### config.mk
export PLATFORM = sky130hd
export DESIGN_NAME = arbiter_dest
export DESIGN_NICKNAME = d
export VERILOG_FILES = /design/src/rtl/arb_dest_pkg.sv /design/src/rtl/dest_fifo.sv /design/src/rtl/arbiter_dest.sv
export SDC_FILE = /design/constraint.sdc
export NUM_CORES = 1
export LEC_CHECK = 0
export CAP_MARGIN = 0
export CORE_MARGIN = 5
export CORE_UTILIZATION = 54
export DETAILED_ROUTE_END_ITERATION = 10
export PLACE_DENSITY = 0.79
export SYNTH_ARGS = -nofsm -noshare
export SYNTH_HDL_FRONTEND = slang
export SYNTH_SLANG_ARGS = --single-unit
### constraint.sdc
create_clock -name clk -period 2.4 [get_ports clk]
set_input_delay 0.48 -clock clk [delete_from_list [all_inputs] [get_ports clk]]
set_output_delay 0.48 -clock clk [all_outputs]
set_load 0.005 [all_outputs]
### src/rtl/arb_dest_pkg.sv
// Shared FSM encoding and sizing constants for the VC-to-destination arbiter.
package arb_dest_pkg;

  localparam int unsigned Depth    = 4;
  localparam int unsigned CntWidth = 5;

  typedef enum logic [1:0] {
    StReset,
    StInit,
    StIdle,
    StActive
  } arb_state_e;

endpackage

### src/rtl/dest_fifo.sv
// Destination FIFO with registered read data, threshold-based almost-full and a sticky error flag.
// Optional accepted-push counter when ARB_COUNT_EN is defined.
module dest_fifo
  import arb_dest_pkg::*;
#(
  parameter int unsigned data_width    = 6,
  parameter int unsigned address_width = 2
) (
  input  logic                  clk,
  input  logic                  reset,
  input  logic                  push,
  input  logic [data_width-1:0] push_data,
  input  logic                  pop,
  input  logic [2:0]            thr,
  output logic [data_width-1:0] data_out,
  output logic                  empty,
  output logic                  almost_full,
  output logic                  error,
  output logic [CntWidth-1:0]   cnt
);

  localparam int unsigned FifoDepth = 1 << address_width;
  localparam int unsigned CntW      = address_width + 1;

  logic [data_width-1:0]    mem_q [FifoDepth];
  logic [address_width-1:0] wptr_q, rptr_q;
  logic [CntW-1:0]          count_q;
  logic [data_width-1:0]    data_q;
  logic                     error_q;
  logic                     full, push_ok, pop_ok;

  assign full        = (count_q == CntW'(FifoDepth));
  assign empty       = (count_q == '0);
  // Threshold of 0 keeps almost_full asserted; flag is forced low while in reset.
  assign almost_full = ~reset & (32'(count_q) >= 32'(thr));
  assign pop_ok      = pop & ~empty;
  assign push_ok     = push & (~full | pop);
  assign data_out    = data_q;
  assign error       = error_q;

  always_ff @(posedge clk) begin
    if (reset) begin
      wptr_q  <= '0;
      rptr_q  <= '0;
      count_q <= '0;
      data_q  <= '0;
      error_q <= 1'b0;
    end else begin
      if (push_ok) wptr_q <= wptr_q + address_width'(1);
      if (pop_ok) begin
        rptr_q <= rptr_q + address_width'(1);
        data_q <= mem_q[rptr_q];
      end
      if (push_ok && !pop_ok) count_q <= count_q + CntW'(1);
      if (pop_ok && !push_ok) count_q <= count_q - CntW'(1);
      if ((push && !push_ok) || (pop && !pop_ok)) error_q <= 1'b1;
    end
  end

  always_ff @(posedge clk) begin
    if (push_ok) mem_q[wptr_q] <= push_data;
  end

`ifdef ARB_COUNT_EN
  logic [CntWidth-1:0] cnt_q;

  always_ff @(posedge clk) begin
    if (reset)        cnt_q <= '0;
    else if (push_ok) cnt_q <= cnt_q + CntWidth'(1);
  end

  assign cnt = cnt_q;
`else
  assign cnt = '0;
`endif

endmodule

### src/rtl/arbiter_dest.sv
// Strict-priority arbiter draining two VC FIFOs into two destination FIFOs routed by word MSB.
// Define ARB_COUNT_EN to enable the per-destination accepted-word counters.
module arbiter_dest
  import arb_dest_pkg::*;
#(
  parameter int unsigned data_width    = 6,
  parameter int unsigned address_width = 2
) (
  input  logic                  clk,
  input  logic                  reset,
  input  logic                  init,
  input  logic [2:0]            Umbral_D0,
  input  logic [2:0]            Umbral_D1,
  input  logic                  empty_fifo_VC0,
  input  logic                  empty_fifo_VC1,
  input  logic [data_width-1:0] data_out_VC0,
  input  logic [data_width-1:0] data_out_VC1,
  input  logic                  pop_D0,
  input  logic                  pop_D1,
  output logic                  pop_VC0_fifo,
  output logic                  pop_VC1_fifo,
  output logic [data_width-1:0] data_out_D0,
  output logic [data_width-1:0] data_out_D1,
  output logic                  empty_D0,
  output logic                  empty_D1,
  output logic                  almost_full_D0,
  output logic                  almost_full_D1,
  output logic                  error_D0,
  output logic                  error_D1,
  output logic                  active_out,
  output logic                  idle_out,
  output logic [CntWidth-1:0]   cnt_D0,
  output logic [CntWidth-1:0]   cnt_D1
);

  arb_state_e            state_q;
  logic                  idle_q, active_q, valid_q, sel_q;
  logic [2:0]            thr0_q, thr1_q;
  logic                  pause, run, busy, push_d0, push_d1;
  logic [data_width-1:0] word;

  assign pause        = almost_full_D0 | almost_full_D1;
  assign run          = ~reset & ~pause & ((state_q == StIdle) | (state_q == StActive));
  assign pop_VC0_fifo = run & ~empty_fifo_VC0;
  assign pop_VC1_fifo = run & ~empty_fifo_VC1 & ~pop_VC0_fifo;

  // Upstream read data arrives the cycle after the pop, selected by the registered source.
  assign word    = sel_q ? data_out_VC1 : data_out_VC0;
  assign push_d0 = valid_q & ~word[data_width-1];
  assign push_d1 = valid_q & word[data_width-1];
  assign busy    = ~empty_fifo_VC0 | ~empty_fifo_VC1 | ~empty_D0 | ~empty_D1 | valid_q;

  assign idle_out   = idle_q;
  assign active_out = active_q;

  always_ff @(posedge clk) begin
    if (reset) begin
      state_q  <= StReset;
      idle_q   <= 1'b0;
      active_q <= 1'b0;
      valid_q  <= 1'b0;
      sel_q    <= 1'b0;
      thr0_q   <= '0;
      thr1_q   <= '0;
    end else begin
      valid_q  <= pop_VC0_fifo | pop_VC1_fifo;
      sel_q    <= pop_VC1_fifo;
      idle_q   <= 1'b0;
      active_q <= 1'b0;
      unique case (state_q)
        StReset: state_q <= StInit;
        StInit: begin
          thr0_q <= Umbral_D0;
          thr1_q <= Umbral_D1;
          if (!init) begin
            state_q <= StIdle;
            idle_q  <= 1'b1;
          end
        end
        StIdle: begin
          if (init) begin
            state_q <= StInit;
          end else if (busy) begin
            state_q  <= StActive;
            active_q <= 1'b1;
          end else begin
            idle_q <= 1'b1;
          end
        end
        StActive: begin
          if (init) begin
            state_q <= StInit;
          end else if (!busy) begin
            state_q <= StIdle;
            idle_q  <= 1'b1;
          end else begin
            active_q <= 1'b1;
          end
        end
        default: state_q <= StReset;
      endcase
    end
  end

  dest_fifo #(
    .data_width    (data_width),
    .address_width (address_width)
  ) u_fifo_d0 (
    .clk         (clk),
    .reset       (reset),
    .push        (push_d0),
    .push_data   (word),
    .pop         (pop_D0),
    .thr         (thr0_q),
    .data_out    (data_out_D0),
    .empty       (empty_D0),
    .almost_full (almost_full_D0),
    .error       (error_D0),
    .cnt         (cnt_D0)
  );

  dest_fifo #(
    .data_width    (data_width),
    .address_width (address_width)
  ) u_fifo_d1 (
    .clk         (clk),
    .reset       (reset),
    .push        (push_d1),
    .push_data   (word),
    .pop         (pop_D1),
    .thr         (thr1_q),
    .data_out    (data_out_D1),
    .empty       (empty_D1),
    .almost_full (almost_full_D1),
    .error       (error_D1),
    .cnt         (cnt_D1)
  );

endmodule

==> reports/metrics.cfg, run 1 <==
[power_and_ir_drop]
netSwitchingPower_uw = 612
p_int_uw = 2090
vdd_ir_drop_max_v = 0.000419
static-leakage-power_uw = 0.00169
clock_group_share_of_total_power_pct = 33.9
switching_share_pct = 22.7
power.share.sequential_pct = 59.5
power_per_cell_area_mw_per_mm2 = 559
p_comb_share_pct = 6.6

[logic_synthesis]
post-synth-top-area-fraction_pct = 37.2
yosysSeqAreaShare_pct = 57.9
syn_avg_cell_area_um2 = 12.4
synth-edff-count = 48
ys_dominant_reg_cell = sky130_fd_sc_hd__edfxtp_1
syn-cell-area_mm2 = 0.00387
yosys_warnings = 0
fraction_of_registers_with_async_set_reset_pct = 0
ys_ff_latch = 88
synth_cell_type_count = 41
postSynthCellCount = 312
synth_top_cells_by_area = sky130_fd_sc_hd__edfxtp_1 37%, sky130_fd_sc_hd__dfxtp_1 21%, sky130_fd_sc_hd__mux4_2 7.0%
synth.largest_area_cell = sky130_fd_sc_hd__edfxtp_1

[sta]
finClkSkew_ns = 0.00879
layout_worst_path_cycle_share_pct = 96.4
timing_hold_violations_final = 0
clock.fmax_ghz = 0.432
grt_setup_unrepaired = false
min_hold_slack_ns = 0.459
fin_crit_ns = 2.31
tns_ns = 0
timing.final.ws_setup_ns = 0.0862
finalSetupViolCount = 0
final_max_slew_viol_count = 0

[setup_path]
r2r-end = u_fifo_d0.count_q[2]
critical_path_class = reg2out
cp_data_required_time_ns = 1.92
worstSetupStartpoint = u_fifo_d1.count_q[1]
critical-path-top-delay-family = buffers and inverters
critical_path.reg2reg.startpoint = u_fifo_d0.count_q[0]
timing.critical_path.slowest_cell_delay_ns = 0.60
worstPathMaxFanout = 5
r2r_cells = 11
timing.critical_path.depth = 3
timing.critical_path.cells = buf_4 > nor3_1 > clkdlybuf4s50_1
worst_setup_path_start_kind = register
critPathArrivalTime_ns = 1.83
cp_slowest_cell = sky130_fd_sc_hd__clkdlybuf4s50_1
path_buf_inv = 2
r2r_slack_ns = 0.16
endpoint_kind = primary output
worst_setup_path_endpoint = empty_D1

[global_route]
initial_antenna_violation_count = 0
track_usage_pct = 18.4
pin_count_of_the_biggest_net_entering_global_routing = 41
grt_overflow = 0
via_count_of_the_first_global_routing_pass = 2540
grt_pass1_wl_mm = 12.2

[floorplan]
die_width_um = 94.7
floorplan.io_pins = 57
die-area_mm2 = 0.00897
design.core.area_mm2 = 0.00687
die_h_um = 94.7
rows = 30
initial_utilization_pct = 56.4

[routing]
finalWirelength_mm = 7.75
vias = 2542
detail_route.first_pass.iterations = 4
routedWlPerCell_um = 15.8
route.detailed.drc = 0
detail-route-antenna-nets = 0
first_iter_violations = 129
drt-vias-per-instance = 5.18

[clocking]
cts.path.max_buffers = 2
clock_latency_reported_for_the_late_side_of_the_worst_skew_pair_ns = 0.36
clock_sink_count = 88
cts_tree = built
clk_pin_slew_ns = 0.09
htree_levels = 3
cts_inserted_buffers = 9
clock_tree.root_cell = sky130_fd_sc_hd__clkbuf_8

[layout]
final_layout_size_suffix_gt1_share_pct = 20.3
syn_to_final_growth_pct = 24.6
num-nets-final = 433
post_layout_nonfiller_instances = 491
antenna-diode-count = 0
commonest_non_fill_non_tap_cell_in_the_layout = sky130_fd_sc_hd__edfxtp_1
layout.cells.most_common_list = 48 x sky130_fd_sc_hd__edfxtp_1, 40 x sky130_fd_sc_hd__nand2_1, 40 x sky130_fd_sc_hd__clkdlybuf4s50_1
stdcell_area_mm2 = 0.00483

[place]
placement.io_buffers = 46
dpl.cell_count = 472
gpl_wtd_cong = 0.809
detailed_placer_s_ending_hpwl_mm = 5.60
postPlaceCellArea_mm2 = 0.00458
place_worst_setup_slack_ns = -0.327

[flow_run]
drv_cap = 0

[outcome]
outcome = finished, final reports clean

[worst_hold_path]
hold_path.class = reg2reg

[cell usage after synthesis (all sizes together), types with 3 or more instances]
cell type and number:
buf 13, mux4 12, inv 23, or4 3, and2 8, or3 4
o21ai 6, xor2 4, dfxtp 40, nand2 40, nand2b 6, nor2b 5
o31ai 4, nor4b 3, clkbuf 6, nor2 12, mux2 6, a21oi 31
nor3 5, edfxtp 48, ha 16, nor4 3
[worst min path at each step]
| stage | startpoint | end | slack, ns | depth (start not counted) |
|---|---|---|---|---|
| after global routing | u_fifo_d0.data_out[3] | u_fifo_d0.data_out[3] | 0.47 | 2 |
| after CTS | thr0_q[1] | thr0_q[1] | 0.46 | 2 |
| after global placement | thr1_q[2] | thr1_q[2] | 0.44 | 2 |
| after detailed placement | u_fifo_d0.data_out[5] | u_fifo_d0.data_out[5] | 0.45 | 2 |
| final | u_fifo_d0.data_out[5] | u_fifo_d0.data_out[5] | 0.46 | 2 |
| after floorplan | thr0_q[1] | thr0_q[1] | 0.44 | 2 |
[power groups by stage]
| stage | Sequential [uW] | Combinational, uW | Clock [uW] |
|---|---|---|---|
| final | 1610 | 177 | 915 |
| after global routing | 1610 | 192 | 1000 |
| after CTS | 1610 | 173 | 935 |
| after detailed placement | 1640 | 159 | 0 |
| after global placement | 1640 | 153 | 0 |
| after floorplan | 1640 | 80.2 | 0 |
[repair_timing]
action / in CTS / in global routing
pin swaps: 5 / 3
cloned: 0 / 0
setup endpoints to repair: 4 / 4
setup buffers: 3 / 0
gates resized for setup: 13 / 10
hold buffers: 0 / 0
[flip-flops by register name, indices dropped and copies added, names as in the netlist]
name                flops
state_q                 2
u_fifo_d1.rptr_q        2
u_fifo_d1.wptr_q        2
thr1_q                  3
u_fifo_d1.data_out      6
sel_q                   1
u_fifo_d0.count_q       3
u_fifo_d0.wptr_q        2
active_out              1
u_fifo_d0.mem_q        24
u_fifo_d1.error         1
u_fifo_d0.data_out      6
thr0_q                  3
u_fifo_d1.count_q       3
u_fifo_d0.rptr_q        2
u_fifo_d0.error         1
u_fifo_d1.mem_q        24
idle_out                1
valid_q                 1
[layout make-up]
cell class,instances,area (um^2)
flip-flops and latches,88,2240
fillers,490,2040
multi-input cells,191,1520
repair buffers,77,686
clock buffers,10,138
well taps,96,120
inverters,23,86.3
clock inverters,6,35.0
[worst min-delay path, cell delays in order, from the launching register on]
cell	delay [ns]
sky130_fd_sc_hd__dfxtp_1	0.32
sky130_fd_sc_hd__nand2_1	0.05
sky130_fd_sc_hd__a21oi_1	0.05
[through the flow]
step	util [%]	total power [uW]
after floorplan	-	1720
after global placement	66.7	1790
after detailed placement	66.7	1800
after CTS	69.8	2710
after global routing	70.3	2800
final	70.3	2700
[layer usage]
layer | up-vias | GRT usage [%] | routed length (um)
met3 | 13 | 3.43 | 467
met5 | - | 0 | 0
met2 | 66 | 31.0 | 3940
li1 | 1240 | - | -
met4 | 0 | 8.53 | 156
met1 | 1223 | 22.9 | 3190
[cell families (layout without fill, tap and decap cells)]
logic type               after synthesis  in the layout  share of synthesized area [%]
flip-flops                            88             88                           57.9
other                                  1             10                         0.0968
AO/OA/AOI/OAI                         46             46                           7.36
XOR/XNOR                               6              6                           1.36
adder cells (fa/ha/maj)               18             18                           6.20
AND/OR/NAND/NOR                       91             91                           12.1
multiplexers                          20             20                           9.66
buffers and inverters                 42            116                           5.30
No activity file was read; power rests on OpenSTA's default activity.
==> run 2: changes to the inputs <==
--- a/config.mk
+++ b/config.mk
@@ -7,9 +7,9 @@
 export LEC_CHECK = 0
 export CAP_MARGIN = 0
 export CORE_MARGIN = 5
-export CORE_UTILIZATION = 54
+export CORE_UTILIZATION = 49
 export DETAILED_ROUTE_END_ITERATION = 10
-export PLACE_DENSITY = 0.79
+export PLACE_DENSITY = 0.76
 export SYNTH_ARGS = -nofsm -noshare
 export SYNTH_HDL_FRONTEND = slang
 export SYNTH_SLANG_ARGS = --single-unit
==> constraint.sdc (replaced) <==
create_clock -name clk -period 1.98 [get_ports clk]
set_input_delay 0.396 -clock clk [delete_from_list [all_inputs] [get_ports clk]]
set_output_delay 0.396 -clock clk [all_outputs]
set_load 0.005 [all_outputs]
==> run 2 against run 1 <==
The flow now finishes with violations (setup timing). Non-clock buffer count grew 28. Routed wire length up 6.0%. Critical endpoint is now u_fifo_d0.count_q[2]. Die area increased by 9.1%. Largest power group unchanged. Clock-buffer cell count down 1. Clock power increased by 34%.
==> reports/metrics.cfg, run 2 (synthesized netlist as in run 1, its figures left out) <==
[outcome]
outcome = finished with violations
failed_checks = setup timing

[setup_path]
critical_path_class = reg2reg
timing.critical_path.cells = buf_6 > nor4b_4 > nor3_4 > inv_1 > ha_2 > inv_2 > fa_2 > xor2_1 > or3_1 > a21oi_2
path_buf_inv = 3
timing.critical_path.depth = 10
critical-path-top-delay-family = simple AND/OR/NAND/NOR gates
endpoint_kind = register
timing.critical_path.slowest_cell_delay_ns = 0.34
r2r_cells = 10
cp_slowest_cell = sky130_fd_sc_hd__dfxtp_2
worstPathMaxFanout = 2
worst_setup_path_start_kind = register
critPathArrivalTime_ns = 2.42
cp_data_required_time_ns = 2.26

[routing]
drt-vias-per-instance = 5.02
first_iter_violations = 105
detail_route.first_pass.iterations = 4
routedWlPerCell_um = 15.7
finalWirelength_mm = 8.22
route.detailed.drc = 0
vias = 2638
detail-route-antenna-nets = 0

[sta]
grt_setup_unrepaired = true
fin_crit_ns = 2.14
timing.max_slew.rel_slack_pct = 65.6
layout_worst_path_cycle_share_pct = 108
clock.fmax_ghz = 0.468
final_max_slew_viol_count = 0
timing.final.ws_setup_ns = -0.158
finClkSkew_ns = 0.00791
finalSetupViolCount = 5
worst-slew-pin-transition_ns = 0.515
timing_hold_violations_final = 0

[layout]
num-nets-final = 461
antenna-diode-count = 0
syn_to_final_growth_pct = 36.6
reg.largest.list = u_fifo_d0.mem_q x24, u_fifo_d1.mem_q x24
stdcell_area_mm2 = 0.00529
postLayoutCoreUtil_pct = 68.5
commonest_non_fill_non_tap_cell_in_the_layout = sky130_fd_sc_hd__buf_4
layout.cells.most_common_list = 49 x sky130_fd_sc_hd__buf_4, 48 x sky130_fd_sc_hd__edfxtp_1, 39 x sky130_fd_sc_hd__nand2_1
layout.filler_cells = 551
final_layout_size_suffix_gt1_share_pct = 34.3

[floorplan]
floorplan.io_pins = 57
die-area_mm2 = 0.00978
die_width_um = 98.9
initial_utilization_pct = 50.1
design.core.area_mm2 = 0.00773
die_h_um = 98.9
rows = 32

[clocking]
clock_tree.root_cell = sky130_fd_sc_hd__clkbuf_8
clock_latency_reported_for_the_late_side_of_the_worst_skew_pair_ns = 0.36
htree_levels = 3
cts_inserted_buffers = 9
clk_pin_slew_ns = 0.09
clock_sink_count = 88
cts.path.max_buffers = 2
cts_tree = built
postCtsHoldBufs = 0

[power_and_ir_drop]
static-leakage-power_uw = 0.00187
p_comb_share_pct = 7.5
vdd_ir_drop_max_v = 0.000434
clock_group_share_of_total_power_pct = 35.7
switching_share_pct = 22.6
power.share.sequential_pct = 56.7
power_per_cell_area_mw_per_mm2 = 649
p_int_uw = 2660
netSwitchingPower_uw = 775

[place]
place_worst_setup_slack_ns = -0.594
gpl_wtd_cong = 0.758
detailed_placer_s_ending_hpwl_mm = 5.64
placement.io_buffers = 46
postPlaceCellArea_mm2 = 0.00476

[global_route]
pin_count_of_the_biggest_net_entering_global_routing = 38
grt_overflow = 0
initial_antenna_violation_count = 0
via_count_of_the_first_global_routing_pass = 2743
track_usage_pct = 17.4
grt_pass1_wl_mm = 13.2

[flow_run]
drv_cap = 0

[worst_hold_path]
hold-path-cell-count = 2
hold_path.class = reg2reg

==> run 2: worst register-to-register path: cells and delay by family (launching register included) <==
family / cells / cell delay (ns)
simple gates: 3 / 0.72
fa+ha+maj: 2 / 0.50
flops: 1 / 0.34
buf+inv: 3 / 0.22
xor+xnor: 1 / 0.15
compound gates: 1 / 0.13
==> run 2: area by class of cell <==
cell class                 count  area [um^2]  share of cell area (%)
tap                          102          128                    2.41
multi-input combinational    191         1670                    31.6
timing repair buffer         105          956                    18.1
clock buffer                   9          124                    2.34
inverter                      23         86.3                    1.63
sequential                    88         2260                    42.7
clock inverter                 7         70.1                    1.32
==> run 2: final timing paths <==
kind	startpoint	end	slack (ns)
worst min register to register	u_fifo_d0.data_out[3]	u_fifo_d0.data_out[3]	0.46
worst max register to register	u_fifo_d0.count_q[1]	u_fifo_d0.count_q[2]	-0.16
worst min-delay path	u_fifo_d0.data_out[3]	u_fifo_d0.data_out[3]	0.46
worst max-delay path	u_fifo_d0.count_q[1]	u_fifo_d0.count_q[2]	-0.16
==> run 2: power by group through the flow <==
stage	Clock [uW]	Sequential, uW	Combinational (uW)
3_3_place_gp	0	1990	198
6_report	1230	1950	259
4_1_cts	1250	1950	240
2_1_floorplan	0	1990	97.2
3_5_place_dp	0	1990	205
5_1_grt	1350	1950	282
==> run 2: metrics by stage <==
stage	hold slack, ns	setup TNS, ns	std cells	power (uW)
2_1_floorplan	0.436	-0.295	321	2080
3_3_place_gp	0.446	-6.71	493	2190
3_5_place_dp	0.450	-10.47	493	2190
4_1_cts	0.461	-0.548	517	3440
5_1_grt	0.484	-1.26	525	3580
6_report	0.458	-0.523	525	3430
==> run 2: timing repair <==
item	in CTS	in global routing
endpoints found under the setup margin	9	10
setup buffers	8	8
pin swaps	13	8
resized for setup	57	21
==> run 2: metal layers <==
metal  GRT usage, %  vias to the layer above  part of all wire, %
met5              0                        -                    0
met1           20.7                     1264                   42
met4           5.78                        0                  1.1
met3           5.24                       10                  5.6
li1               -                     1294                    -
met2           30.1                       70                   51
==> variant 1: new RTL, config.mk and constraints of run 2 <==
`data_width` is set to 6 in 2 places; all go to 12.
--- a/src/rtl/dest_fifo.sv
+++ b/src/rtl/dest_fifo.sv
@@ -5,3 +5,3 @@
 #(
-  parameter int unsigned data_width    = 6,
+  parameter int unsigned data_width    = 12,
   parameter int unsigned address_width = 2
--- a/src/rtl/arbiter_dest.sv
+++ b/src/rtl/arbiter_dest.sv
@@ -5,3 +5,3 @@
 #(
-  parameter int unsigned data_width    = 6,
+  parameter int unsigned data_width    = 12,
   parameter int unsigned address_width = 2
Ports: changed (resized data_out_D0, data_out_D1, data_out_VC0 and data_out_VC1); port bits go from 57 to 81. The function was not compared with the original's and may differ.
==> variant 1 against run 2 <==
The flow still finishes with violations (negative setup slack). Sequential cell count rose by 60. Clock skew rose by 0.0058 ns. Final cell count rose by 29%. Count of clock-buffer cells in the layout rose by 8. Worst setup slack got worse by 0.055 ns. Total power rose by 97%. First-iteration DRC count rose by 100%. Cell area rose by 54%. Routed wire length rose by 55%. Sequential power rose by 70%. Synthesized cell count rose by 23%. Area after synthesis rose by 53%. Clock power rose to 2.5 times the old value. Critical endpoint is now u_fifo_d1.count_q[2].
==> variant 1: results <==
set metrics [dict create \
    status "complete, but fails checks" \
    violations "negative setup slack" \
    dr_wl_met2_um 6500 \
    clkTransAtPathRegs_ns 0.07 \
    tightest_slew_ns 0.869 \
    drtIter0Drc 210 \
    met1_length_um 5210 \
    largestRegisters "u_fifo_d0.mem_q x48, u_fifo_d1.mem_q x48" \
    leakage_uw 0.00282 \
    dr.pass1.iters 5 \
    globalRouteMet1Util_pct 23.0 \
    synthTopCellsByArea "edfxtp_1, dfxtp_1, mux4_2, a22o_1, ha_1" \
    fin_nets 570 \
    wl_met3_um 925 \
    whs_endpoint "thr0_q[1]" \
    nFillCells 782 \
    met2_usage_pct 30.9 \
    post-place-ws_ns -0.631 \
    power_density_nw_per_um2 832 \
    layout_setup_ws_ns -0.213 \
    p_sw_uw 1590 \
    grt_pass1_wl_um 20000 \
    wl_um 12700 \
    grtUsageTotal_pct 18.3 \
    setup_viol 5 \
    ys_top_cells_by_count "edfxtp_1, dfxtp_1, a22o_1, mux4_2, inv_1" \
    setup_tns_ns -0.729 \
]
variant 1: changes by cell type in the layout (fill, tap and decap cells not counted), moves of 10 or more:
| cell | run 2 | this run |
|---|---|---|
| mux2_2 | 0 | 12 |
| buf_4 | 49 | 39 |
| clkdlybuf4s50_1 | 37 | 62 |
| nand2_1 | 39 | 12 |
| a22o_1 | 0 | 24 |
| edfxtp_1 | 48 | 96 |
| mux4_2 | 12 | 24 |
| a21oi_1 | 26 | 15 |
| dfxtp_1 | 29 | 41 |
| clkbuf_16 | 0 | 17 |
variant 1: cells by family (layout without fill, tap and decap cells):
| kind of cell | Yosys count | after routing | share of synthesized area (%) |
|---|---|---|---|
| and+or+nand+nor | 70 | 70 | 6.24 |
| muxes | 38 | 38 | 11.8 |
| other | 1 | 10 | 0.0631 |
| AOI/OAI and AO/OA | 55 | 55 | 6.78 |
| adders and majority gates | 18 | 18 | 4.04 |
| buffers and inverters | 45 | 181 | 3.85 |
| xor gates and xnor gates | 8 | 8 | 1.18 |
| DFF | 148 | 148 | 66.1 |
variant 1: timing repair:
item,in CTS,in global routing
setup endpoints to repair,11,21
hold endpoints to repair,0,0
pin swaps,15,8
gates resized for setup,69,14
buffers inserted,3,8
variant 1: layout make-up:
cell class | count | area [um2] | area share (%)
inverters | 21 | 78.8 | 0.970
multi-input cells | 199 | 2080 | 25.5
flip-flops and latches | 148 | 3940 | 48.5
well taps | 147 | 184 | 2.26
repair buffers | 128 | 1270 | 15.6
clock buffers | 17 | 425 | 5.23
clock inverters | 15 | 159 | 1.95
==> variant 2: new RTL, settings of run 2 <==
Without the edit above. Register the output `cnt_D1`, cleared by the reset; this adds one clock of latency there. The other outputs are not delayed to match.
--- a/src/rtl/arbiter_dest.sv
+++ b/src/rtl/arbiter_dest.sv
@@ -34,2 +34,4 @@
 );
+
+  logic [CntWidth-1:0] cnt_D1_d;
 
@@ -135,4 +137,12 @@
     .error       (error_D1),
-    .cnt         (cnt_D1)
+    .cnt         (cnt_D1_d)
   );
+
+  always_ff @(posedge clk) begin
+    if (reset) begin
+      cnt_D1 <= '0;
+    end else begin
+      cnt_D1 <= cnt_D1_d;
+    end
+  end
 
Behaviour: unchanged (equiv_simple and equiv_induct, registers matched by name and starting in step).
==> variant 2 against run 2 <==
Global-route usage shrank 1.3 points. Total power shrank 3.2%. The run still ends with negative setup slack left. Sequential cell count is the same. Clock skew grew 0.0014 ns. Cell area shrank 2.2%. Clock power shrank 8%. Area after synthesis shrank 0.16%. Largest cell class unchanged. Routed wire length shrank 5.2%. Worst setup slack gained 0.025 ns.
==> variant 2: results <==
set metrics [dict create \
    ys_types 44 \
    grt_max_degree 43 \
    skew_ns 0.00932 \
    synthTopCellsByArea "edfxtp_1, dfxtp_1, mux4_2, ha_1, a21oi_1" \
    worstPathArrival_ns 2.38 \
    nClkBuffers 10 \
    ys_top_cells_by_count "edfxtp_1, dfxtp_1, nand2_1, a21oi_1, inv_1" \
    cts.sinks 88 \
    layout_setup_ws_ns -0.132 \
    wl_um 7790 \
    post-place-ws_ns -0.668 \
    layout.nonclk_buf_share_pct 16.4 \
    multi_input_area_share_pct 32.3 \
    synth_compound_area_share_pct 7.99 \
    fin_nets 454 \
    critPathLaunch "u_fifo_d1.count_q[1]" \
    synthAdderAreaFrac_pct 6.21 \
    signal_buffers 98 \
    status "complete, but fails checks" \
    viasPerCell 5.11 \
    vdd.ir_drop.worst_mv 0.580 \
    met1_length_um 3320 \
    muxShareOfSynthArea_pct 9.58 \
    grtUsageTotal_pct 16.2 \
    hpwl_um 5530 \
    final-clk-cell-share_pct 3.50 \
    synth_top_family_by_area "simple AND/OR/NAND/NOR gates" \
    max_slew_margin_pct 66.7 \
    dr_wl_met2_um 4040 \
    yosys_warnings 0 \
    antenna_found_initial 0 \
    yosys.area_share.xor_xnor_pct 1.36 \
    crit_end "u_fifo_d1.count_q[2]" \
    grt_pass1_wl_um 12400 \
    seq_share_pct 43.6 \
    cts_inserted_buffers 9 \
    ys_seq_area_share_pct 58.0 \
    place_congestion 0.819 \
    leakage_uw 0.00184 \
    violations "negative setup slack" \
    setup_viol 6 \
    largestRegisters "u_fifo_d0.mem_q x24, u_fifo_d1.mem_q x24" \
    drtIter0Drc 84 \
    drive_above_1_share_pct 34.4 \
    grt_pass1_vias 2625 \
]
## variant 2: worst max-delay path, cell delays in order, from the launching register on
cell and delay, ns:
dfxtp_2 0.35, buf_6 0.12, nor4b_4 0.34, nor3_4 0.06
inv_1 0.06, ha_2 0.18, inv_2 0.04, fa_2 0.33
xor2_1 0.15, or3_1 0.30, a21oi_1 0.11
## variant 2: stage by stage
stage	TNS, ns	area (um2)	total power, uW	std cells
finish	-0.458	5180	3320	518
global placement	-7.22	4720	2190	489
floorplan	-0.123	3960	2090	321
global route	-1.05	5180	3460	518
CTS	-0.528	5090	3340	512
detailed placement	-8.69	4720	2200	489
## variant 2: worst min-delay path by stage
stage                               start                    end  slack, ns  depth (start not counted)
global placement    u_fifo_d0.data_out[5]  u_fifo_d0.data_out[5]       0.44                          2
global route        u_fifo_d0.data_out[0]  u_fifo_d0.data_out[0]       0.48                          2
detailed placement  u_fifo_d0.data_out[5]  u_fifo_d0.data_out[5]       0.45                          2
floorplan                       thr0_q[1]              thr0_q[1]       0.44                          2
finish              u_fifo_d0.data_out[2]  u_fifo_d0.data_out[2]       0.46                          2
CTS                 u_fifo_d0.data_out[5]  u_fifo_d0.data_out[5]       0.46                          2
## variant 2: where the power goes
group          total (uW)  leakage [uW]  internal, uW  switching [uW]
registers            1950      0.000761          1940            11.6
logic                 249      0.000976           137             113
clock network        1130     0.0000979           497             630
## variant 2: layer usage
| layer | GRT usage [%] | vias to the layer above |
|---|---|---|
| met4 | 5.67 | 0 |
| met2 | 28.5 | 54 |
| met5 | 0 | - |
| met3 | 3.18 | 9 |
| met1 | 19.7 | 1303 |
| li1 | - | 1279 |
## variant 2: timing repair
action | in CTS | in global routing
pin swaps | 14 | 6
gates resized for setup | 60 | 14
hold endpoints to repair | 0 | 0
buffers inserted | 7 | 6
endpoints found under the setup margin | 10 | 9
